==> src/rtl/serial_subtractor.sv <==
// serial_subtractor -- bit-serial unsigned subtractor, A - B mod 2^WIDTH.
//
// pload (in IDLE or DONE) captures adata/bdata and starts an operation.
// Each enabled cycle in SHIFT consumes one bit of each operand LSB-first
// and shifts the difference bit into the MSB of pout. After WIDTH enabled
// cycles the FSM enters DONE and holds pout/bout until the next pload.
//
// Ports:
//   clk     rising-edge clock
//   rst     asynchronous active-low reset
//   pload   parallel-load / start strobe (ignored while busy)
//   adata   minuend A
//   bdata   subtrahend B
//   enable  per-bit advance qualifier; 0 stalls SHIFT
//   pout    result shift register (valid while done=1)
//   bout    final borrow (1 means A < B)
//   busy    high in SHIFT
//   done    high in DONE
//   zero    high in DONE when pout is all zeros
module serial_subtractor #(
  parameter int WIDTH = 8
) (
  input  logic             clk,
  input  logic             rst,
  input  logic             pload,
  input  logic [WIDTH-1:0] adata,
  input  logic [WIDTH-1:0] bdata,
  input  logic             enable,
  output logic [WIDTH-1:0] pout,
  output logic             bout,
  output logic             busy,
  output logic             done,
  output logic             zero
);

  localparam int CW = $clog2(WIDTH + 1);
  localparam logic [CW-1:0] LAST = CW'(WIDTH - 1);

  typedef enum logic [1:0] {IDLE, SHIFT, DONE} state_t;

  state_t           state, state_nxt;
  logic [WIDTH-1:0] opa, opb;
  logic             brw;
  logic [CW-1:0]    cnt;
  logic             start, step, d, brw_nxt;

  assign start   = pload && (state != SHIFT);
  assign step    = (state == SHIFT) && enable;
  // full-subtractor cell on the current LSBs
  assign d       = opa[0] ^ opb[0] ^ brw;
  assign brw_nxt = (~opa[0] & opb[0]) | (~(opa[0] ^ opb[0]) & brw);

  always_ff @(posedge clk or negedge rst) begin
    if (!rst) state <= IDLE;
    else      state <= state_nxt;
  end

  always_comb begin
    state_nxt = state;
    case (state)
      IDLE:    if (pload) state_nxt = SHIFT;
      // last bit moves straight to DONE so done rises on that same edge
      SHIFT:   if (enable && cnt == LAST) state_nxt = DONE;
      DONE:    if (pload) state_nxt = SHIFT;
      default: state_nxt = IDLE;
    endcase
  end

  always_ff @(posedge clk or negedge rst) begin
    if (!rst) begin
      opa  <= '0;
      opb  <= '0;
      pout <= '0;
      brw  <= 1'b0;
      cnt  <= '0;
    end else if (start) begin
      opa  <= adata;
      opb  <= bdata;
      pout <= '0;
      brw  <= 1'b0;
      cnt  <= '0;
    end else if (step) begin
      // rotate rather than shift so the operand registers never lose data
      opa  <= {opa[0], opa[WIDTH-1:1]};
      opb  <= {opb[0], opb[WIDTH-1:1]};
      pout <= {d, pout[WIDTH-1:1]};
      brw  <= brw_nxt;
      cnt  <= cnt + 1'b1;
    end
  end

  assign busy = (state == SHIFT);
  assign done = (state == DONE);
  assign bout = brw;
  assign zero = done && (pout == '0);

endmodule
==> config.mk <==
export PLATFORM = sky130hd
export DESIGN_NAME = serial_subtractor
export DESIGN_NICKNAME = d
export VERILOG_FILES = /design/src/rtl/serial_subtractor.sv
export SDC_FILE = /design/constraint.sdc
export NUM_CORES = 1
export LEC_CHECK = 0
export CAP_MARGIN = 20
export CORE_MARGIN = 3
export CORE_UTILIZATION = 45
export CTS_CLUSTER_SIZE = 14
export DETAILED_ROUTE_END_ITERATION = 7
export GPL_TIMING_DRIVEN = 0
export PLACE_DENSITY_LB_ADDON = 0.2
export SLEW_MARGIN = 0
export SYNTH_ARGS = -nofsm -noshare
export SYNTH_HDL_FRONTEND = slang
export SYNTH_SLANG_ARGS = --single-unit
export TNS_END_PERCENT = 100
==> constraint.sdc <==
create_clock -name clk -period 2.9 [get_ports clk]
set_input_delay 0.725 -clock clk [delete_from_list [all_inputs] [get_ports clk]]
set_output_delay 0.725 -clock clk [all_outputs]
set_load 0.03 [all_outputs]
==> impl_results.md <==
- VDD IR max: 0.6001 mV
- CP Launch Type: flip-flop
- Total global routing overflow: 0
- DRC: 0
- H-tree Lvls: 2
- Synth Net Count: 146
- Max Cap Violations: 0
- Power Dens Cells: 1016 nW/um2
- Drt wl/cell: 15.80 um
- Status: finished, final reports clean
- Worst EP required: 2170 ps
- Pleak: 0.8007 nW
- First-pass GRT wire length: 5.609 mm
- Commonest cells post-synth: 31 x dfrtp_1, 15 x o21ai_0, 14 x nand2_1
- Area leader, netlist: dfrtp_1
- Starting Density: 49.41%
- Worst Hold Launch: opb[5]$_DFFE_PN0P_
- Row count: 19
- Synth top area cells: dfrtp_1 55%, a32oi_1 8.0%, a22o_1 5.5%
- Setup_tns: 0 ps
- Worst r2r dst: opa[3]$_DFFE_PN0P_
- Final setup fails: 0
- Initial antenna violation count: 0
- Critical Path Sink Type: primary output
- Most used DFF post-synth: dfrtp_1
- Clock latency on the worst-skew pair: 330 ps
- Antenna cells: 0
- PostCTS Resize Cnt: 0
- Clk_skew: 9.914 ps
- Relative slew slack: 60.80%
- Slew Viols, Final: 0
- I/O pin count: 32
- Synth top area share: 54.58%
- Worst-path fanout max: 4
- CTS tree: yes
- Initial DRC Count: 36
- DR pass1 iterations: 4
- R2R cell count: 4
- RePlAce Congestion: 0.8245
- Final ANT Viol Nets: 0
- Slew @ Worst Pin: 586.1 ps
- WHS Endpoint: opb[4]$_DFFE_PN0P_
- Register area share after synthesis: 54.58%
- HP Class: reg2reg
- Multi-input gate area: 559.3 um2
- Final WL: 3.255 mm
- Yosys reg bits: 31
- Yosys synthesis warning count: 0
- Arrival time at the worst endpoint: 1950 ps
- Port Buffers: 31
- Fmax: 373.3 MHz
- Via Count: 1152
- Post-DP HPWL: 2.350 mm
- Hold Vio Cnt, Final: 0
- Async SR Flop Fraction: 100.0%
- Area delta synth->final: 32.31%
- Post-synth EDFFs: 0
- Die area: 3869 um2
- CTS clock-pin slew for the worst setup and hold paths: 100 ps
- Critical path type: reg2out
- Average size of a mapped cell: 11.46 um2
- Final period util: 92.38%
- Unrepaired setup endpoints after global routing: no
- Post-CTS Setup Bufs: 0
- Die width: 62.20 um
- Mapped cell area: 1421 um2
- Core area: 2877 um2
- Clock buffer depth: 2
- Die H: 62.20 um
- Nets: 185
- Reg-to-Reg Start: state[0]$_DFFE_PN0P_
- Share of post-route cells with drive strength above 1: 12.80%
- Vias per inst: 5.592
- Vias in the first global route: 1123
- Count leader, synth: dfrtp_1
- Synth cell types: 32
- Clock sink total: 31
- Hold buffer count at CTS: 0
- Min Tclk post-route: 2679 ps
- Register Area: 775.7 um2
- Root buffer cell: clkbuf_4
- Gr usage total: 18.55%
- Fillers: 257
- CTS Buf Count: 5
- Register-to-register setup slack: 1520 ps
- Power, Total: 1.910 mW
- Cell count after synthesis: 124
- Hold depth: 2
- Largest net degree at the start of global routing: 22
[layer usage]
layer  up-vias  part of all wire [%]  GRT usage (%)
met5         -                     0              0
met4         0                   1.7          6.630
met3         5                   7.3          5.946
met2        39                    46          27.15
met1       561                    45          25.85
li1        547                     -              -
[flip-flops by register name, indices dropped and copies added, names as in the netlist]
register	cells
opa	8
opb	8
pout	8
cnt	4
state	2
bout	1
[worst max-delay path, stage by stage (launching register included)]
cell,delay (ps)
dfrtp_1,410
nor4_1,350
and3_1,210
clkdlybuf4s50_1,660
[power by group]
group	leakage [nW]	switching, mW	internal, mW	total (mW)
clock	0.0386	0.146	0.143	0.288
combinational	0.365	0.460	0.391	0.851
sequential	0.397	0.148	0.623	0.770
[how the worst max path moves through the flow]
stage                         start                  end  slack (ps)
3_5_place_dp    pout[7]$_DFFE_PN0P_                 zero         600
6_report        pout[7]$_DFFE_PN0P_                 zero         220
4_1_cts         pout[7]$_DFFE_PN0P_                 zero         190
2_1_floorplan  state[0]$_DFFE_PN0P_                 zero        1010
3_3_place_gp                    rst  pout[0]$_DFFE_PN0P_         570
5_1_grt         pout[7]$_DFFE_PN0P_                 zero          70
[stage by stage]
step           hold WS [ps]  area [um2]  worst slack, ps  instances  utilization, %
2_1_floorplan         429.4        1421             1007        124               -
3_3_place_gp          468.1        1784            571.2        197           62.03
3_5_place_dp          484.0        1812            595.9        198           62.98
4_1_cts               509.8        1881            194.0        206           65.38
5_1_grt               533.9        1881            73.43        206           65.38
6_report              507.1        1881            220.9        206           65.38
[cell type report]
| class | count | share of cell area [%] |
|---|---|---|
| Inverter | 5 | 0.9980 |
| Clock buffer | 8 | 3.659 |
| Multi-Input combinational cell | 79 | 29.74 |
| Buffer | 9 | 3.593 |
| Timing Repair Buffer | 32 | 17.96 |
| Tap cell | 42 | 2.794 |
| Sequential cell | 31 | 41.25 |
[layout by cell type, fill, tap and decap left out]
cell and instances:
o22ai_1 1, clkdlybuf4s50_1 31, a21oi_1 1, nand3b_1 1, buf_16 1, buf_6 4, nor2_4 1, o2bb2ai_1 2
and3b_1 1, inv_1 4, buf_1 1, a32oi_1 13, dfrtp_1 31, ha_1 1, nor4_1 2, or3_1 2
nand3b_2 1, fa_1 1, a22o_1 9, nor2_1 1, and2_1 3, mux2_2 1, and3_1 1, inv_2 1
o21ai_0 15, buf_2 3, and2b_1 1, clkbuf_8 2, clkbuf_1 2, clkbuf_4 5, a21oi_4 1, a221o_1 3
a21oi_2 1, nand2b_1 1, nand2_1 14, nand3_1 1
[kinds of logic (layout without fill, tap and decap cells)]
family	after synthesis	after routing	share of synthesized area, %
AOI/OAI and AO/OA	46	46	24.74
DFF	31	31	54.58
and+or+nand+nor	30	30	11.53
adders and majority gates	2	2	2.289
buffers and inverters	14	54	6.072
muxes	1	1	0.7922
No activity file was read; power rests on OpenSTA's default activity.
